==> config.mk <==
export PLATFORM = sky130hd
export DESIGN_NAME = mix_keystream_ctrl_flat
export DESIGN_NICKNAME = d
export VERILOG_FILES = /design/src/rtl/mix_keystream_ctrl_if.sv /design/src/rtl/mix_keystream_ctrl.sv /design/src/flat_wrapper.sv
export SDC_FILE = /design/constraint.sdc
export NUM_CORES = 1
export LEC_CHECK = 0
export CAP_MARGIN = 30
export CORE_MARGIN = 4
export CORE_UTILIZATION = 49
export CTS_CLUSTER_SIZE = 25
export DETAILED_ROUTE_END_ITERATION = 12
export DONT_BUFFER_PORTS = 1
export GPL_TIMING_DRIVEN = 0
export RECOVER_POWER = 50
export SLEW_MARGIN = 30
export SYNTH_ARGS = -nofsm -noshare
export SYNTH_HDL_FRONTEND = slang
export SYNTH_SLANG_ARGS = --single-unit
==> constraint.sdc <==
create_clock -name clk -period 7.1 [get_ports clk]
set_input_delay 1.065 -clock clk [delete_from_list [all_inputs] [get_ports clk]]
set_output_delay 1.065 -clock clk [all_outputs]
set_load 0.01 [all_outputs]
==> src/rtl/mix_keystream_ctrl_if.sv <==
// -----------------------------------------------------------------------------
// mix_keystream_ctrl_if
//   Groups the generator/mixer handshake and the two pixel streams that the
//   keystream controller sits between.
//
//   Signals (direction as seen from the controller, modport master):
//     gen_step      out  1  one-cycle pulse: chaos generators advance one step
//     gen_done      in   1  one-cycle pulse: generator outputs updated/stable
//     mix_v         in   8  3-input XOR mixer output byte
//     pix_in_valid  in   1  plaintext byte valid
//     pix_in_ready  out  1  controller accepts plaintext byte
//     pix_in_data   in   8  plaintext byte
//     pix_out_valid out  1  ciphertext byte valid
//     pix_out_ready in   1  downstream accepts ciphertext byte
//     pix_out_data  out  8  ciphertext byte
//   Modport slave is the mirror view used by the generator/FIFO side.
// -----------------------------------------------------------------------------
interface mix_keystream_ctrl_if;
  logic       gen_step;
  logic       gen_done;
  logic [7:0] mix_v;
  logic       pix_in_valid;
  logic       pix_in_ready;
  logic [7:0] pix_in_data;
  logic       pix_out_valid;
  logic       pix_out_ready;
  logic [7:0] pix_out_data;

  modport master (
    output gen_step, pix_in_ready, pix_out_valid, pix_out_data,
    input  gen_done, mix_v, pix_in_valid, pix_in_data, pix_out_ready
  );

  modport slave (
    input  gen_step, pix_in_ready, pix_out_valid, pix_out_data,
    output gen_done, mix_v, pix_in_valid, pix_in_data, pix_out_ready
  );
endinterface

==> src/rtl/mix_keystream_ctrl.sv <==
// -----------------------------------------------------------------------------
// mix_keystream_ctrl
//   Sequences the chaos-map generators and the XOR byte mixer so that exactly
//   one keystream byte is produced per pixel, XORs it onto a valid/ready pixel
//   stream, counts pixels and pulses done at the end of a frame.
//
//   Parameters:
//     N_PIXELS  pixels per frame (>=1)
//     CNT_W     pixel counter width, must hold N_PIXELS-1
//     MIX_LAT   mixer latency from generator outputs to mix_v (>=1)
//
//   Ports:
//     clk      in   1      system clock
//     rst      in   1      synchronous, active-high reset
//     start    in   1      begin a frame (sampled only while idle)
//     iv       in   8      initial chaining byte, sampled with start
//     busy     out  1      high whenever the controller is not idle
//     done     out  1      one-cycle pulse after the last pixel leaves
//     pix_idx  out  CNT_W  index of the pixel currently in progress
//     bus      master modport of mix_keystream_ctrl_if (generator + pixels)
//
//   Build option:
//     DIFFUSION_EN  defined   : cipher = p ^ key ^ chain, chain follows the
//                               ciphertext (seeded by iv)
//                   undefined : cipher = p ^ key, iv unused
// -----------------------------------------------------------------------------
module mix_keystream_ctrl #(
  parameter int N_PIXELS = 65536,
  parameter int CNT_W    = 17,
  parameter int MIX_LAT  = 2
) (
  input  logic                 clk,
  input  logic                 rst,
  input  logic                 start,
  input  logic [7:0]           iv,
  output logic                 busy,
  output logic                 done,
  output logic [CNT_W-1:0]     pix_idx,
  mix_keystream_ctrl_if.master bus
);

  localparam int MCNT_W = $clog2(MIX_LAT + 1);

  typedef enum logic [2:0] {
    S_IDLE,
    S_STEP,
    S_WAIT_GEN,
    S_MIX,
    S_WAIT_PIX,
    S_OUT,
    S_DONE
  } state_t;

  state_t             r_state;
  state_t             w_next;
  logic [MCNT_W-1:0]  r_mcnt;
  logic [7:0]         r_key;
  logic [7:0]         r_pix_out;
  logic [CNT_W-1:0]   r_pix_idx;
  logic [7:0]         w_cipher;
  logic               w_mix_last;
  logic               w_in_hs;
  logic               w_out_hs;
  logic               w_last_pix;

  // mcnt counts MIX cycles from 0; the key is the mixer output in the
  // MIX_LAT-th cycle after gen_done.
  assign w_mix_last = (r_mcnt == MCNT_W'(MIX_LAT - 1));
  assign w_in_hs    = (r_state == S_WAIT_PIX) && bus.pix_in_valid;
  assign w_out_hs   = (r_state == S_OUT) && bus.pix_out_ready;
  assign w_last_pix = (r_pix_idx == CNT_W'(N_PIXELS - 1));

`ifdef DIFFUSION_EN
  logic [7:0] r_chain;

  assign w_cipher = bus.pix_in_data ^ r_key ^ r_chain;

  always_ff @(posedge clk) begin
    if (rst) begin
      r_chain <= 8'h00;
    end else if (r_state == S_IDLE && start) begin
      r_chain <= iv;
    end else if (w_out_hs) begin
      // Ciphertext chaining: the byte just accepted seeds the next pixel.
      r_chain <= r_pix_out;
    end
  end
`else
  logic w_unused_iv;

  assign w_cipher    = bus.pix_in_data ^ r_key;
  assign w_unused_iv = ^iv;
`endif

  // State register and datapath.
  // NOTE: sequential state uses non-blocking assignments so every register
  // samples the pre-edge values regardless of statement order.
  always_ff @(posedge clk) begin
    if (rst) begin
      r_state   <= S_IDLE;
      r_mcnt    <= '0;
      r_key     <= 8'h00;
      r_pix_out <= 8'h00;
      r_pix_idx <= '0;
    end else begin
      r_state <= w_next;

      // Counter is held at 0 outside MIX so entering MIX always starts at 0.
      if (r_state == S_MIX) begin
        r_mcnt <= r_mcnt + MCNT_W'(1);
      end else begin
        r_mcnt <= '0;
      end

      if (r_state == S_MIX && w_mix_last) begin
        r_key <= bus.mix_v;
      end

      if (w_in_hs) begin
        r_pix_out <= w_cipher;
      end

      if (r_state == S_IDLE && start) begin
        r_pix_idx <= '0;
      end else if (w_out_hs && !w_last_pix) begin
        r_pix_idx <= r_pix_idx + CNT_W'(1);
      end
    end
  end

  // Next-state logic.
  // NOTE: the default assignment first keeps every path assigned, so no latch
  // can be inferred when a case branch leaves w_next untouched.
  always_comb begin
    w_next = r_state;
    unique case (r_state)
      S_IDLE:     if (start)            w_next = S_STEP;
      S_STEP:                           w_next = S_WAIT_GEN;
      S_WAIT_GEN: if (bus.gen_done)     w_next = S_MIX;
      S_MIX:      if (w_mix_last)       w_next = S_WAIT_PIX;
      S_WAIT_PIX: if (w_in_hs)          w_next = S_OUT;
      S_OUT:      if (w_out_hs)         w_next = w_last_pix ? S_DONE : S_STEP;
      S_DONE:                           w_next = S_IDLE;
      default:                          w_next = S_IDLE;
    endcase
  end

  // All control outputs are pure state decodes, so they are 0 in IDLE/reset
  // and each ready/valid can only be high in its own state.
  assign busy              = (r_state != S_IDLE);
  assign done              = (r_state == S_DONE);
  assign bus.gen_step      = (r_state == S_STEP);
  assign bus.pix_in_ready  = (r_state == S_WAIT_PIX);
  assign bus.pix_out_valid = (r_state == S_OUT);
  assign bus.pix_out_data  = r_pix_out;
  assign pix_idx           = r_pix_idx;

endmodule

==> src/flat_wrapper.sv <==
// flat-port wrapper written by rule: the top's interface ports become plain ports
module mix_keystream_ctrl_flat 
#(
  parameter int N_PIXELS = 65536,
  parameter int CNT_W    = 17,
  parameter int MIX_LAT  = 2
)
  (clk, rst, start, iv, busy, done, pix_idx, bus_gen_step, bus_pix_in_ready, bus_pix_out_valid, bus_pix_out_data, bus_gen_done, bus_mix_v, bus_pix_in_valid, bus_pix_in_data, bus_pix_out_ready);
  mix_keystream_ctrl_if bus_i ();
  input  logic clk;
  input  logic rst;
  input  logic start;
  input  logic [7:0] iv;
  output logic busy;
  output logic done;
  output logic [CNT_W-1:0] pix_idx;
  output wire logic [$bits(bus_i.gen_step)-1:0] bus_gen_step;
  output wire logic [$bits(bus_i.pix_in_ready)-1:0] bus_pix_in_ready;
  output wire logic [$bits(bus_i.pix_out_valid)-1:0] bus_pix_out_valid;
  output wire logic [$bits(bus_i.pix_out_data)-1:0] bus_pix_out_data;
  input wire logic [$bits(bus_i.gen_done)-1:0] bus_gen_done;
  input wire logic [$bits(bus_i.mix_v)-1:0] bus_mix_v;
  input wire logic [$bits(bus_i.pix_in_valid)-1:0] bus_pix_in_valid;
  input wire logic [$bits(bus_i.pix_in_data)-1:0] bus_pix_in_data;
  input wire logic [$bits(bus_i.pix_out_ready)-1:0] bus_pix_out_ready;
  assign bus_gen_step = bus_i.gen_step;
  assign bus_pix_in_ready = bus_i.pix_in_ready;
  assign bus_pix_out_valid = bus_i.pix_out_valid;
  assign bus_pix_out_data = bus_i.pix_out_data;
  assign bus_i.gen_done = bus_gen_done;
  assign bus_i.mix_v = bus_mix_v;
  assign bus_i.pix_in_valid = bus_pix_in_valid;
  assign bus_i.pix_in_data = bus_pix_in_data;
  assign bus_i.pix_out_ready = bus_pix_out_ready;
  mix_keystream_ctrl #(.N_PIXELS(N_PIXELS), .CNT_W(CNT_W), .MIX_LAT(MIX_LAT)) u_core (.clk(clk), .rst(rst), .start(start), .iv(iv), .busy(busy), .done(done), .pix_idx(pix_idx), .bus(bus_i));
endmodule
==> flow_summary_export.csv <==
group,metric,value,unit
cts,post_cts_buffers,0,
synth,synth.avg_cell_area,8.62,µm²
detailed_routing,ant_nets,0,
cts,cts_buffers,5,
die,die_area,4670,µm²
synth,synth_cell_types,41,
synth,ys_warn_count,0,
grt,grt_start_max_net_pins,12,
synth,ys_top_cells_by_area,"dfxtp_1 43%, xnor2_1 5.9%, a21oi_1 5.0%",
sta,rsz0062_at_grt,"no",
final_layout,num-nets-final,247,
setup_path,cp-end-kind,"output pin",
synth,muxShareOfSynthArea,0,%
setup_path,crit_path_max_incr_delay,400,ps
synth,synthAdderAreaFrac,2.10,%
cts,cts_tree,"built",
sta,maxSlewViolCount,0,
power_and_ir_drop,internal_power,272,µW
synth,yosys-top-cells-count,"38 x dfxtp_1, 24 x nand2_1, 18 x a21oi_1",
synth,yosys.area_share.simple,27.5,%
die,initial_core_util,52.2,%
place,dp.cells,253,
detailed_routing,drtPass1Iterations,4,
power_and_ir_drop,ir_drop,115,µV
setup_path,critPathSlowestCell,"dfxtp_1",
cts,cts_resized,0,
setup_path,path_max_fanout,10,
setup_path,critPathArrivalTime,1540,ps
grt,antenna_found_initial,0,
cts,cts-root-buf,"clkbuf_4",
sta,tightestPinTransition,698,ps
die,fp.dieH,68.3,µm
power_and_ir_drop,p_sw_share,24.1,%
synth,syn-instance-count,207,
die,num_io_pins,60,
final_layout,areaGrowthSynthToFinish,6.17,%
die,rows,21,
synth,synth_edf_count,0,
setup_path,start_kind,"register",
setup_path,cp.buffers_inverters,2,
detailed_routing,drt_iter0_markers,70,
sta,slew_headroom,53.1,%
power_and_ir_drop,power_frac_comb,7.2,%
synth,synth_area,1780,µm²
power_and_ir_drop,netSwitchingPower,86.5,µW
sta,period_minus_slack,2600,ps
setup_path,cp.required,6030,ps
detailed_routing,wl_per_cell,14.1,µm
cts,ctsHtreeMaxLevel,2,
detailed_routing,finalWirelength,3.68,mm
synth,ys_seq_elements,38,
final_layout,drive_gt1_share,7.44,%
power_and_ir_drop,p_per_area,189,nW/µm²
final_layout,fin_cells,261,
cts,clkTransAtPathRegs,110,ps
sta,fmax,384,MHz
synth,syn-num-nets,240,
detailed_routing,drc_errors,0,
cts,clock_latency,340,ps
setup_path,cp_cell_sequence,"buf_2 > clkbuf_1 > and3_1",
cts,clockBufferDepth,2,
synth,synth.most_common_cell,"dfxtp_1",
detailed_routing,via_per_inst,5.66,
setup_path,crit_family,"buffers and inverters",
place,dp_hpwl,2.92,mm
sta,holdWs,443,ps
die,core,3420,µm²
die,die_w,68.3,µm
sta,fin_crit_sh,36.7,%
power_and_ir_drop,clock_power_share,32.4,%
grt,grt_pass1_vias,1374,
setup_path,rr_startpoint,"u_core.pix_idx[0]",
synth,synth_top_cell_by_area,"dfxtp_1",
power_and_ir_drop,cellLeakagePower,0.000585,µW
grt,track_usage,17.0,%
cts,cts_sinks,38,
place,io_buffers,0,
setup_path,crit_type,"reg -> out",
grt,grt_pass1_wl,5.97,mm
place,gp_congestion,0.835,
sta,setup_tns,0,ps
synth,synth_compound_area_share,15.8,%
sta,setup_viol,0,
flow_run,drv_cap,0,
power_and_ir_drop,pwr-share-seq,60.3,%
synth,synthXorXnorAreaFrac,7.36,%
sta,hold_viol,0,
synth,synth-async-reset-ratio,0,%
final_layout,diodes,0,
detailed_routing,vias,1477,
synth,synth_top_family_by_area,"simple AND/OR/NAND/NOR gates",
grt,grt.overflow.total,0,
worst_hold_path,min_from,"u_core.r_mcnt[0]",
worst_hold_path,hp-class,"reg -> reg",
synth,ys_seq_area_share,42.6,%
synth,ys.flop_type,"dfxtp_1",
synth,synth_top_area_share,42.6,%
run_status,status,"completed",
cts,ctsHoldBuffers,0,
sta,fin_skew,3.39,ps
setup_path,crit_path_start,"u_core.r_state[2]",
[layout by cell type, fill, tap and decap left out, types with 2 or more instances in the layout]
master	count
a211oi_1	9
a21oi_1	18
a22o_1	2
a311oi_1	2
a31oi_1	3
and3_1	4
buf_2	3
clkbuf_1	9
clkbuf_4	5
dfxtp_1	38
ha_1	3
inv_1	6
nand2_1	24
nand3_1	7
nand4_1	4
nor2_1	17
nor3_1	4
nor4_1	4
o21ai_0	4
o21ai_1	3
o31ai_1	3
or2_1	2
or3_1	6
or4_1	3
xnor2_1	12
xor2_1	3
[kinds of logic (layout without fill, tap and decap cells)]
group                    after synthesis  in the layout
AND/OR/NAND/NOR                       86             86
XOR/XNOR                              15             15
flip-flops                            38             38
AO/OA/AOI/OAI                         46             46
adder cells (fa/ha/maj)                3              3
buffers and inverters                 19             27
[state kept, by name, summed over array words and instances (netlist names)]
| register | flops |
|---|---|
| u_core.r_mcnt | 2 |
| u_core.bus.pix_out_data | 8 |
| u_core.pix_idx | 17 |
| u_core.r_state | 3 |
| u_core.r_key | 8 |
[path summary, 6_finish.rpt]
check        slack (ps)                 end  depth (start not counted)
min reg2reg         440    u_core.r_mcnt[0]                          1
max reg2reg        4540  u_core.pix_idx[15]                          9
max                4500                done                          3
min                 440    u_core.r_mcnt[0]                          1
[worst register-to-register path, stage by stage (launching register included)]
cell and delay [ps]:
dfxtp_1 400, ha_1 240, and2_1 210, nand3_1 100, nor3_1 60, ha_1 240
nand4bb_4 290, or3_4 430, or4_1 400, a21oi_1 140
[cell type report]
| class | count | area (µm²) |
|---|---|---|
| Clock buffer | 7 | 55.1 |
| Inverter | 7 | 26.3 |
| Fill cell | 329 | 1520 |
| Clock inverter | 1 | 5.00 |
| Tap cell | 46 | 57.6 |
| Multi-Input combinational cell | 150 | 937 |
| Sequential cell | 38 | 761 |
| Buffer | 12 | 52.6 |
[per-layer routing]
metal	track usage, %	share of wire, %	wire length (µm)
met5	0	0	0
met4	7.44	1.6	58
met3	5.91	8.4	309
met2	30.2	51	1870
met1	17.9	39	1450
[through the flow]
| step | total power (µW) | utilization, % | instance area [µm²] | setup WS, ps |
|---|---|---|---|---|
| 3_5_place_dp | 247 | 53.9 | 1840 | 4550 |
| 2_1_floorplan | 242 | - | 1780 | 4750 |
| 6_report | 359 | 55.5 | 1890 | 4500 |
| 3_3_place_gp | 246 | 53.9 | 1840 | 4600 |
| 5_1_grt | 375 | 55.5 | 1890 | 4380 |
| 4_1_cts | 364 | 55.7 | 1900 | 4460 |
[power by group through the flow]
stage                     Sequential (µW)  Clock (µW)  Combinational (µW)
after floorplan                       221           0                21.3
after global placement                221           0                25.2
after global routing                  217         129                28.4
final                                 216         116                26.0
after detailed placement              221           0                26.0
after CTS                             216         121                26.1
No activity file was read; power rests on OpenSTA's default activity.
